File: src/rtl/gbe_gpu_status_pkg.sv
`default_nettype none
// ============================================================================
// gbe_gpu_status_pkg
// Shared types and status-word bit positions for the GPU 10GbE TX collector.
// Revision: 1.0
// ============================================================================
package gbe_gpu_status_pkg;

  typedef enum logic [1:0] {
    ST_IDLE     = 2'b00,
    ST_IN_FRAME = 2'b01,
    ST_DISCARD  = 2'b10
  } frm_state_e;

  localparam int LINK_BIT   = 31;
  localparam int OVF_BIT    = 30;
  localparam int AFULL_BIT  = 29;
  localparam int LENERR_BIT = 28;
  localparam int STATE_LSB  = 26;
  localparam int FRM_CNT_W  = 20;

  function automatic logic [31:0] pack_status(
    input logic                 link,
    input logic                 ovf,
    input logic                 afull,
    input logic                 len_err,
    input frm_state_e           st,
    input logic [FRM_CNT_W-1:0] cnt
  );
    logic [31:0] w;
    w                      = '0;
    w[LINK_BIT]            = link;
    w[OVF_BIT]             = ovf;
    w[AFULL_BIT]           = afull;
    w[LENERR_BIT]          = len_err;
    w[STATE_LSB +: 2]      = st;
    w[FRM_CNT_W-1:0]       = cnt;
    return w;
  endfunction

endpackage
`default_nettype wire

File: src/rtl/gbe_gpu_status_if.sv
`default_nettype none
// ============================================================================
// gbe_gpu_status_if
// TX-stream monitor inputs and packed status output of the collector.
// Revision: 1.0
// ============================================================================
interface gbe_gpu_status_if;

  logic        tx_valid;
  logic        tx_end_of_frame;
  logic        tx_overflow;
  logic        tx_afull;
  logic        link_up;
  logic        cnt_rst;
  logic [31:0] status_word;

  modport master (
    output tx_valid,
    output tx_end_of_frame,
    output tx_overflow,
    output tx_afull,
    output link_up,
    output cnt_rst,
    input  status_word
  );

  modport slave (
    input  tx_valid,
    input  tx_end_of_frame,
    input  tx_overflow,
    input  tx_afull,
    input  link_up,
    input  cnt_rst,
    output status_word
  );

endinterface
`default_nettype wire

File: src/rtl/gbe_gpu_frame_checker.sv
`default_nettype none
// ============================================================================
// gbe_gpu_frame_checker
// Framing FSM: counts beats per frame, flags good frames and length errors.
// Revision: 1.0
// ============================================================================
module gbe_gpu_frame_checker
  import gbe_gpu_status_pkg::*;
#(
  parameter int PKT_WORDS  = 128,
  parameter int BEAT_CNT_W = 16
) (
  input  logic       user_clk,
  input  logic       user_rst,
  input  logic       tx_valid,
  input  logic       tx_end_of_frame,
  output frm_state_e state,
  output logic       good_frame,
  output logic       len_err
);

  localparam logic [BEAT_CNT_W-1:0] C_PKT_WORDS = BEAT_CNT_W'(PKT_WORDS);
  localparam logic [BEAT_CNT_W-1:0] C_ONE       = BEAT_CNT_W'(1);

  frm_state_e            state_q, state_d;
  logic [BEAT_CNT_W-1:0] beat_cnt_q, beat_cnt_d;
  logic [BEAT_CNT_W-1:0] w_beat_inc;
  logic                  w_last;

  assign w_beat_inc = beat_cnt_q + C_ONE;
  assign w_last     = (w_beat_inc == C_PKT_WORDS);

  always_ff @(posedge user_clk or posedge user_rst) begin
    if (user_rst) begin
      state_q    <= ST_IDLE;
      beat_cnt_q <= '0;
    end else begin
      state_q    <= state_d;
      beat_cnt_q <= beat_cnt_d;
    end
  end

  always_comb begin
    state_d    = state_q;
    beat_cnt_d = beat_cnt_q;
    case (state_q)
      ST_IDLE: begin
        if (tx_valid) begin
          if (tx_end_of_frame) begin
            beat_cnt_d = '0;
          end else begin
            state_d    = ST_IN_FRAME;
            beat_cnt_d = C_ONE;
          end
        end
      end
      ST_IN_FRAME: begin
        if (tx_valid) begin
          if (tx_end_of_frame) begin
            state_d    = ST_IDLE;
            beat_cnt_d = '0;
          end else if (w_last) begin
            state_d    = ST_DISCARD;
          end else begin
            beat_cnt_d = w_beat_inc;
          end
        end
      end
      ST_DISCARD: begin
        if (tx_valid && tx_end_of_frame) begin
          state_d    = ST_IDLE;
          beat_cnt_d = '0;
        end
      end
      // Encoding 2'b11 can only come from an upset; recover unconditionally.
      default: begin
        state_d    = ST_IDLE;
        beat_cnt_d = '0;
      end
    endcase
  end

  always_comb begin
    good_frame = 1'b0;
    len_err    = 1'b0;
    if (tx_valid) begin
      case (state_q)
        ST_IDLE:     len_err = tx_end_of_frame;
        ST_IN_FRAME: begin
          good_frame = tx_end_of_frame & w_last;
          len_err    = tx_end_of_frame ? ~w_last : w_last;
        end
        default: ;
      endcase
    end
  end

  assign state = state_q;

endmodule
`default_nettype wire

File: src/rtl/gbe_gpu_status_collector.sv
`default_nettype none
// ============================================================================
// gbe_gpu_status_collector
// Accumulates 10GbE TX link/overflow/framing health into a registered word.
// Revision: 1.0
// ============================================================================
module gbe_gpu_status_collector
  import gbe_gpu_status_pkg::*;
#(
  parameter int PKT_WORDS  = 128,
  parameter int BEAT_CNT_W = 16
) (
  input  logic              user_clk,
  input  logic              user_rst,
  gbe_gpu_status_if.slave   bus
);

  localparam logic [FRM_CNT_W-1:0] C_FRM_MAX = '1;

  frm_state_e           w_state;
  logic                 w_good;
  logic                 w_len_err;
  logic                 w_clr;

  logic                 cnt_rst_q, cnt_rst_d;
  logic                 link_q, link_d;
  logic                 ovf_q, ovf_d;
  logic                 afull_q, afull_d;
  logic                 len_err_q, len_err_d;
  logic [FRM_CNT_W-1:0] frm_cnt_q, frm_cnt_d;
  logic [31:0]          status_q, status_d;

  gbe_gpu_frame_checker #(
    .PKT_WORDS  (PKT_WORDS),
    .BEAT_CNT_W (BEAT_CNT_W)
  ) u_frame_checker (
    .user_clk        (user_clk),
    .user_rst        (user_rst),
    .tx_valid        (bus.tx_valid),
    .tx_end_of_frame (bus.tx_end_of_frame),
    .state           (w_state),
    .good_frame      (w_good),
    .len_err         (w_len_err)
  );

  // Only the rising edge of the software level clears; holding it is benign.
  assign w_clr = bus.cnt_rst & ~cnt_rst_q;

  always_comb begin
    cnt_rst_d = bus.cnt_rst;
    link_d    = bus.link_up;
    ovf_d     = ovf_q   | bus.tx_overflow;
    afull_d   = afull_q | bus.tx_afull;
    len_err_d = len_err_q | w_len_err;
    frm_cnt_d = frm_cnt_q;
    if (w_good && (frm_cnt_q != C_FRM_MAX)) begin
      frm_cnt_d = frm_cnt_q + FRM_CNT_W'(1);
    end
    if (w_clr) begin
      ovf_d     = 1'b0;
      afull_d   = 1'b0;
      len_err_d = 1'b0;
      frm_cnt_d = '0;
    end
    status_d = pack_status(link_q, ovf_q, afull_q, len_err_q, w_state, frm_cnt_q);
  end

  always_ff @(posedge user_clk or posedge user_rst) begin
    if (user_rst) begin
      cnt_rst_q <= 1'b0;
      link_q    <= 1'b0;
      ovf_q     <= 1'b0;
      afull_q   <= 1'b0;
      len_err_q <= 1'b0;
      frm_cnt_q <= '0;
      status_q  <= '0;
    end else begin
      cnt_rst_q <= cnt_rst_d;
      link_q    <= link_d;
      ovf_q     <= ovf_d;
      afull_q   <= afull_d;
      len_err_q <= len_err_d;
      frm_cnt_q <= frm_cnt_d;
      status_q  <= status_d;
    end
  end

  assign bus.status_word = status_q;

endmodule
`default_nettype wire
File: src/flat_wrapper.sv
// flat-port wrapper written by rule: the top's interface ports become plain ports
module gbe_gpu_status_collector_flat import gbe_gpu_status_pkg::*;
#(
  parameter int PKT_WORDS  = 128,
  parameter int BEAT_CNT_W = 16
)
  (user_clk, user_rst, bus_tx_valid, bus_tx_end_of_frame, bus_tx_overflow, bus_tx_afull, bus_link_up, bus_cnt_rst, bus_status_word);
  gbe_gpu_status_if bus_i ();
  input  logic user_clk;
  input  logic user_rst;
  input wire logic [$bits(bus_i.tx_valid)-1:0] bus_tx_valid;
  input wire logic [$bits(bus_i.tx_end_of_frame)-1:0] bus_tx_end_of_frame;
  input wire logic [$bits(bus_i.tx_overflow)-1:0] bus_tx_overflow;
  input wire logic [$bits(bus_i.tx_afull)-1:0] bus_tx_afull;
  input wire logic [$bits(bus_i.link_up)-1:0] bus_link_up;
  input wire logic [$bits(bus_i.cnt_rst)-1:0] bus_cnt_rst;
  output wire logic [$bits(bus_i.status_word)-1:0] bus_status_word;
  assign bus_i.tx_valid = bus_tx_valid;
  assign bus_i.tx_end_of_frame = bus_tx_end_of_frame;
  assign bus_i.tx_overflow = bus_tx_overflow;
  assign bus_i.tx_afull = bus_tx_afull;
  assign bus_i.link_up = bus_link_up;
  assign bus_i.cnt_rst = bus_cnt_rst;
  assign bus_status_word = bus_i.status_word;
  gbe_gpu_status_collector #(.PKT_WORDS(PKT_WORDS), .BEAT_CNT_W(BEAT_CNT_W)) u_core (.user_clk(user_clk), .user_rst(user_rst), .bus(bus_i));
endmodule
File: config.mk
export PLATFORM = sky130hd
export DESIGN_NAME = gbe_gpu_status_collector_flat
export DESIGN_NICKNAME = d
export VERILOG_FILES = /design/src/rtl/gbe_gpu_status_pkg.sv /design/src/rtl/gbe_gpu_status_if.sv /design/src/rtl/gbe_gpu_frame_checker.sv /design/src/rtl/gbe_gpu_status_collector.sv /design/src/flat_wrapper.sv
export SDC_FILE = /design/constraint.sdc
export NUM_CORES = 1
export LEC_CHECK = 0
export CAP_MARGIN = 20
export CORE_MARGIN = 1.5
export CORE_UTILIZATION = 30
export DETAILED_ROUTE_END_ITERATION = 8
export HOLD_SLACK_MARGIN = 0.03
export SYNTH_ARGS = -nofsm -noshare
export SYNTH_HDL_FRONTEND = slang
export SYNTH_SLANG_ARGS = --single-unit
File: constraint.sdc
create_clock -name user_clk -period 3.6 [get_ports user_clk]
set_input_delay 0.54 -clock user_clk [delete_from_list [all_inputs] [get_ports user_clk]]
set_output_delay 0.54 -clock user_clk [all_outputs]
set_load 0.01 [all_outputs]
==> Word level (Yosys, flattened, before mapping) <==
Cells that the tools add are included.
{ "totals": {"inputBits": 8, "regBits": 69, "word_cells": 58} }
{ "classes": {"n_reduce_logical": 6, "bitwise_logic": 7, "addsub": 2, "n_eq_ne": 10, "muxes": 24} }
{ "ops": {"columns": ["op", "n"], "rows": [
  ["$mux W16", 5],
  ["$pmux W16 S3", 1],
  ["$mux W20", 2],
  ["$add A20 B1 Y20 const B", 1],
  ["$ne A20 B20 Y1 const B", 1],
  ["$add A16 B1 Y16 const B", 1],
  ["$eq A16 B8 Y1 const B", 1],
  ["$mux W2", 6],
  ["$mux W1", 8],
  ["$ne A2 B2 Y1 const B", 4],
  ["$ne A3 B3 Y1 const B", 2],
  ["$pmux W2 S3", 1],
  ["$reduce_and A5 Y1", 1],
  ["$reduce_and A4 Y1", 1],
  ["$or A1 B1 Y1", 3],
  ["$and A1 B1 Y1", 2],
  ["$eq A2 B1 Y1 const B", 1],
  ["$eq A2 B2 Y1 const B", 1],
  ["$logic_and A1 B1 Y1", 2],
  ["$logic_not A2 Y1", 1],
  ["$not A1 Y1", 2],
  ["$pmux W1 S2", 1],
  ["$reduce_bool A2 Y1", 1]
]} }

==> Depth between registers and ports, before layout <==
{ "depth": {"word_depth": 8, "mapped_depth": 14, "depth_no_buf": 12} }

==> By module <==
A second synthesis with hierarchy kept.
{ "hier_totals": {"hier_cells": 333, "hier_area_um2": 3342.0} }
{ "modules_own_cells": {"columns": ["mod", "area_each_um2", "seq_area_each_um2", "cells_per_inst", "instances"], "rows": [
  ["gbe_gpu_status_collector", 1946.9, 1276.2, 164, 1],
  ["gbe_gpu_frame_checker", 1395.1, 450.4, 169, 1]
]} }

==> Worst setup path after synthesis <==
No wires, ideal clock.
{ "synth_timing": {"kind": "flip-flop to flip-flop", "startpoint": "register u_core.u_frame_checker.beat_cnt_q[0]", "endpoint": "register u_core.frm_cnt_q[10]", "synth_period_minus_slack_ns": 3.156, "t_required_ns": 3.483, "slack_ns": 0.444, "stages_incl_launch_ff": 14, "arrival_time_ns": 3.039, "path_cell_list": "dfrtp_1 -> ha_1 -> clkbuf_1 -> nand4_1 -> nor4_4 -> nand4_1 -> a2111oi_2 -> o221a_1 -> ha_1 -> and4b_1 -> nand2_1 -> a211oi_1 -> a311o_1 -> nand2_1"} }
{ "synth_via": {"elab_chain_cells": 7} }
{ "synth_lines": {"columns": ["item", "line_no", "source"], "rows": [
  ["from (decl)", "gbe_gpu_frame_checker.sv:26", "logic [BEAT_CNT_W-1:0] beat_cnt_q, beat_cnt_d;"],
  ["from (signal assigned)", "gbe_gpu_frame_checker.sv:39", "beat_cnt_q <= beat_cnt_d;"],
  ["$add A16 B1 Y16", "gbe_gpu_frame_checker.sv:30", "assign w_beat_inc = beat_cnt_q + C_ONE;"],
  ["$eq A16 B8 Y1", "gbe_gpu_frame_checker.sv:31", "assign w_last = (w_beat_inc == C_PKT_WORDS);"],
  ["$and A1 B1 Y1", "gbe_gpu_frame_checker.sv:90", "good_frame = tx_end_of_frame & w_last;"],
  ["$mux W1", "gbe_gpu_frame_checker.sv:87", "case (state_q)"],
  ["$mux W1", "gbe_gpu_frame_checker.sv:86", "if (tx_valid) begin"],
  ["$logic_and A1 B1 Y1", "gbe_gpu_status_collector.sv:56", "if (w_good && (frm_cnt_q != C_FRM_MAX)) begin"],
  ["$reduce_bool A2 Y1 (no source line)", null, null],
  ["to (signal assigned)", "gbe_gpu_status_collector.sv:83", "frm_cnt_q <= frm_cnt_d;"],
  ["to (decl)", "gbe_gpu_status_collector.sv:30", "logic [FRM_CNT_W-1:0] frm_cnt_q, frm_cnt_d;"]
]} }
Every way passes these cells.
A chain may end at the register's enable or synchronous reset.

==> Worst setup path after layout <==
{ "layout_timing": {"startpoint": "register u_core.u_frame_checker.beat_cnt_q[0]", "endpoint": "register u_core.frm_cnt_q[3]"} }
The elaborated chain is that of the path after synthesis.

==> flow_summary.toml <==
[run_status]
status = "completed"

[route]
vias = 2407
postRouteAntennaNets = 0
drtIter0Drc = 109
drt_drc_violations_left = 0
drt_pass1_iterations = 4
wl_um = 6400
viasPerCell = 4.91
wl_per_cell_um = 13.1

[yosys]
synth_edf_count = 0
synthAdderAreaFrac = 0.0233
yosys_warnings = 0
yosys.area_share.simple = 0.209
synthXorXnorAreaFrac = 0.0435
synth_top_area_frac = 0.536
yosys.cell_types.count = 46
yosys-top-cells-area = "dfrtp_1 54%, o21ai_0 3.9%, nor2_1 3.8%"
ys_seq_elements = 69
synth_top_area_cell = "dfrtp_1"
async_flop_share = 1.00
synth_area_um2 = 3220
synth_top_family_by_area = "simple AND/OR/NAND/NOR gates"
synth_flop_cell = "dfrtp_1"
synth_compound_area_frac = 0.133
synth.avg_cell_area_um2 = 10.2
synth.mux.area_fraction = 0.00621
synth_cells = 317
ys_seq_area_frac = 0.536

[place]
place_inst = 474
portBuffers = 33
gp_congestion = 0.834
postPlaceCellArea_um2 = 3670
dp_hpwl_um = 4400

[critical_path]
path_class = "reg -> reg"
required_ps = 3800
cp_slowest_cell = "dfrtp_1"
cpPeakStageDelay_ps = 460
cp.arrival_ps = 3480
endpoint_kind = "flop"
cpMostUsedCell = "nand4_1"
cp_top_family = "simple AND/OR/NAND/NOR gates"
cp_max_fo = 9
critical_path.cell_chain = "ha_2 -> nand4_1 -> nor4_4 -> nand4_1 -> a2111oi_2 -> o221a_1 -> ha_1 -> and4b_1 -> nand3_1 -> a211oi_1 -> xnor2_1 -> nor2_1"
cp-start-kind = "flop"
critPathBufInv = 0

[final_layout]
diodes = 0
syn2layout_area_growth_pct = 20.9
final_cell_area_um2 = 3890
final_common_cell = "dfrtp_1"
layout_common_cells = "69 x dfrtp_1, 33 x nor2_1, 33 x clkdlybuf4s50_1"
final_nets = 364
drive_gt1_frac = 0.0932
final_cells = 490

[global_routing]
grt_pass1_vias = 2224
track_usage = 0.122
overflow = 0
grt_pass1_wl_um = 10900
antenna_found_initial = 0
grt_max_degree = 50

[floorplan]
rows = 37
start_util = 0.311
num_io_pins = 40
dieArea_um2 = 11400
die_w_um = 107
die_h_um = 107
core_um2 = 10400

[clocking]
numCtsBuffers = 9
clkSinkCount = 69
clk_pin_slew_ps = 70
cts-resized-gates = 0
cts_hold_buffers = 0
cts-root-buf = "clkbuf_8"
clk_latency_ps = 350
ctsLongestPathBuffers = 2
cts_setup_buffers = 0
h-tree-depth = 3
tritoncts = "built"

[power]
power_leakage_nw = 1.67
total_power_w = 0.00165
ir_drop_uv = 161
p_per_area_nw_per_um2 = 424

[timing]
fin_tns_setup_ps = 0
min_period_ps = 3280
fmax_ghz = 0.305
period_share = 0.911
worst_pin_slew_ps = 822
whs_ps = 351
finalSetupViolCount = 0
relSlewSlack = 0.448
slew_violations = 0
rsz0062_at_grt = "false"
hold_violations = 0
clock_skew_ps = 15.8

[min_path]
hold_path.class = "reg -> reg"

[job]
max_cap_viol_count = 0
-- flip-flops by register name (all words and copies together) (netlist names) --
register,flops
u_core.u_frame_checker.state,2
u_core.len_err_q,1
u_core.bus.status_word,26
u_core.cnt_rst_q,1
u_core.u_frame_checker.beat_cnt_q,16
u_core.ovf_q,1
u_core.frm_cnt_q,20
u_core.afull_q,1
u_core.link_q,1
-- cells in the mapped netlist (5+ instances only) --
cell type and number:
inv_1 10, dfrtp_1 69, and3_1 5, ha_1 6
a211oi_1 10, xnor2_1 10, nand4_1 16, a21oi_1 10
and2_1 6, nor3_1 6, o21ai_0 25, buf_2 5
nor2_1 33, buf_4 6, xor2_1 6, nand2_1 19
clkbuf_1 11, nand3_1 18
-- cells by family (layout without fill, tap and decap cells) --
group                    count (synthesis)  count (layout)
AND/OR/NAND/NOR                        123             123
multiplexers                             2               2
XOR/XNOR                                16              16
adder cells (fa/ha/maj)                  6               6
flip-flops                              69              69
AO/OA/AOI/OAI                           67              67
other                                    1               6
buffers and inverters                   33              65
-- layer usage --
| metal | vias up | GRT usage | wire length (um) | part of all wire |
|---|---|---|---|---|
| met4 | 0 | 0.0429 | 80 | 0.013 |
| met1 | 1169 | 0.151 | 2990 | 0.47 |
| met2 | 50 | 0.195 | 3020 | 0.47 |
| met3 | 10 | 0.0438 | 313 | 0.049 |
| met5 | - | 0 | 0 | 0 |
| li1 | 1178 | - | - | - |
-- stage by stage --
step                      setup slack [ps]   util
after floorplan                        444      -
after global placement                 299  0.354
after detailed placement               180  0.354
after CTS                              172  0.372
after global routing                  20.4  0.375
final                                  319  0.375
-- worst paths after layout --
check                                                            startpoint                                               end  slack [ps]  cells past startpoint
max                        u_core.u_frame_checker.beat_cnt_q[0]$_DFFE_PP0P_                   u_core.frm_cnt_q[3]$_DFFE_PP0P_         320                     12
min                                                 u_core.link_q$_DFF_PP0_              u_core.bus.status_word[31]$_DFF_PP0_         350                      0
max reg2reg                u_core.u_frame_checker.beat_cnt_q[0]$_DFFE_PP0P_                   u_core.frm_cnt_q[3]$_DFFE_PP0P_         320                     12
min reg2reg                                         u_core.link_q$_DFF_PP0_              u_core.bus.status_word[31]$_DFF_PP0_         350                      0
max in group asynchronous                                          user_rst  u_core.u_frame_checker.beat_cnt_q[3]$_DFFE_PP0P_        2390                      3
min in group asynchronous                                          user_rst                   u_core.frm_cnt_q[1]$_DFFE_PP0P_         570                      2
-- report_power, final --
| group | leakage, nW | internal [W] | switching (W) |
|---|---|---|---|
| combinational | 0.638 | 0.0000820 | 0.000106 |
| sequential | 0.936 | 0.000812 | 0.0000438 |
| clock | 0.0950 | 0.000315 | 0.000293 |
-- layout make-up --
class / count / area [um2]
clock inverter: 6 / 65.1
sequential: 69 / 1730
fill: 1058 / 6480
timing repair buffer: 40 / 403
inverter: 10 / 37.5
clock buffer: 9 / 124
multi-input combinational: 220 / 1370
tap: 136 / 170
(Power assumes the default switching activity.)
==> patch (same settings) <==
The package constant `FRM_CNT_W` goes from 20 to 16.
--- a/src/rtl/gbe_gpu_status_pkg.sv
+++ b/src/rtl/gbe_gpu_status_pkg.sv
@@ -17,7 +17,7 @@
   localparam int AFULL_BIT  = 29;
   localparam int LENERR_BIT = 28;
   localparam int STATE_LSB  = 26;
-  localparam int FRM_CNT_W  = 20;
+  localparam int FRM_CNT_W  = 16;
 
   function automatic logic [31:0] pack_status(
     input logic                 link,
Function: same outputs for any inputs over 10 cycles, from zero or initial values and one cycle with user_rst high; that may be too few to reach the edited logic, so the function may still have changed.
==> patch against the unedited design <==
Sequential cell count shrank 8. Synthesized cell count shrank 6.3%. Final cell count shrank 5.3%. Count of clock-buffer cells in the layout grew 2. Die area shrank 8.9%. Area after synthesis shrank 9.2%. First-iteration DRC count grew 18%. Design area shrank 9.0%. Total power shrank 13%. Sequential power shrank 13%. Maximum frequency shrank 4.3%. Critical path depth grew 1. Wire length shrank 9.1%. Worst setup slack lost 150 ps. Critical path type unchanged. Critical endpoint is now u_core.frm_cnt_q[5]$_DFFE_PP0P_. Highest routed layer unchanged.
==> patch: results <==
group,metric,value,unit
cells_and_area,nets,345,
synthesis,yosysUniqueCellTypes,45,
global_route,grt_use_met3,0.0297,
global_route,grt_use_met2,0.193,
global_route,use_met1,0.153,
worst_setup_path,arrival,3650,ps
synthesis,synthTopCellsByCount,"dfrtp_1, nor2_1, o21ai_0",
cells_and_area,nFillCells,923,
synthesis,avgSynthCellArea,9.85,um2
global_route,antenna_found_initial,0,
place,place.gp.congestion,0.854,
timing,post-route-period-util,0.952,
place,port_buffers,29,
place,placed_area,3330,um2
cells_and_area,drive_gt1_frac,0.113,
timing,fin_worst_skew,5.66,ps
global_route,grt_max_degree,30,
synthesis,yosysSeqAreaShare,0.522,
global_route,grt_pass1_vias,2088,
timing,worst_slew_pin_slew,649,ps
worst_setup_path,rrSetupSlack,170,ps
worst_setup_path,reg2reg_depth,13,
place,hpwl,3960,um
routing,wl,5820,um
routing,wl_per_cell,12.5,um
global_route,track_usage,0.121,
routing,drt-pass1-iter-count,4,
cells_and_area,largest_register_ff_count,22,
routing,avgViaCountPerCell,4.94,
global_route,grt_pass1_wl,9720,um
place,placed_cells,448,
place,post-place-ws,57.9,ps
routing,drt_iter0_drc,129,
worst_setup_path,path_max_fanout,8,
synthesis,synth_area_leaders,"dfrtp_1, o21ai_0, nor2_1",
run_status,status,"complete, no violations",
power,power_leakage,1.49,nW
power,ir_drop,0.181,mV
patch: per-stage QoR:
stage	hold slack, ps	power (W)
2_1_floorplan	331	0.000859
3_3_place_gp	332	0.000918
3_5_place_dp	347	0.000922
4_1_cts	363	0.00145
5_1_grt	386	0.00151
6_report	357	0.00143
patch: cell type report:
| cell class | instances | area (um2) | area share |
|---|---|---|---|
| Multi-Input combinational cell | 210 | 1290 | 0.363 |
| Timing Repair Buffer | 39 | 365 | 0.103 |
| Inverter | 10 | 37.5 | 0.0106 |
| Sequential cell | 61 | 1530 | 0.431 |
| Clock buffer | 11 | 141 | 0.0399 |
| Tap cell | 129 | 161 | 0.0455 |
| Clock inverter | 4 | 25.0 | 0.00706 |
patch: logic make-up after synthesis:
group / after synthesis / share of synthesized area
other: 1 / 0.00128
flip-flops: 61 / 0.522
AND/OR/NAND/NOR: 115 / 0.212
adder cells (fa/ha/maj): 6 / 0.0257
AO/OA/AOI/OAI: 64 / 0.130
buffers and inverters: 35 / 0.0641
XOR/XNOR: 14 / 0.0419
multiplexers: 1 / 0.00342
patch: critical path, cell delays in order, from the launching register on:
cell and delay [ps]:
dfrtp_1 460, ha_1 270, and2_1 240, a2111oi_0 480, nor3_1 120, nor4b_2 320, and3_1 220, ha_1 140
and4b_1 310, nand4_1 120, buf_4 180, a211oi_1 250, xnor2_1 150, nor2_1 50
patch: final timing paths:
kind | start | endpoint
worst max register to register | u_core.u_frame_checker.beat_cnt_q[1]$_DFFE_PP0P_ | u_core.frm_cnt_q[5]$_DFFE_PP0P_
worst max-delay path | u_core.u_frame_checker.beat_cnt_q[1]$_DFFE_PP0P_ | u_core.frm_cnt_q[5]$_DFFE_PP0P_
min in group asynchronous | user_rst | u_core.cnt_rst_q$_DFF_PP0_
max in group asynchronous | user_rst | u_core.bus.status_word[1]$_DFF_PP0_
worst min-delay path | u_core.link_q$_DFF_PP0_ | u_core.bus.status_word[31]$_DFF_PP0_
worst min register to register | u_core.link_q$_DFF_PP0_ | u_core.bus.status_word[31]$_DFF_PP0_
patch: where the power goes:
part	internal [W]	switching, W	leakage (nW)
registers	0.000716	0.0000296	0.825
logic	0.0000695	0.0000935	0.585
clock network	0.000262	0.000263	0.0812
patch: metal layers:
metal  wire (um)  vias up
li1            -     1111
met1        2680     1121
met2        2810       49
met3         208       10
met4         115        0
met5           0        -
patch: repair_timing:
item	CTS	global route
setup buffers	0	1
gates resized for setup	0	7
endpoints found under the setup margin	0	22
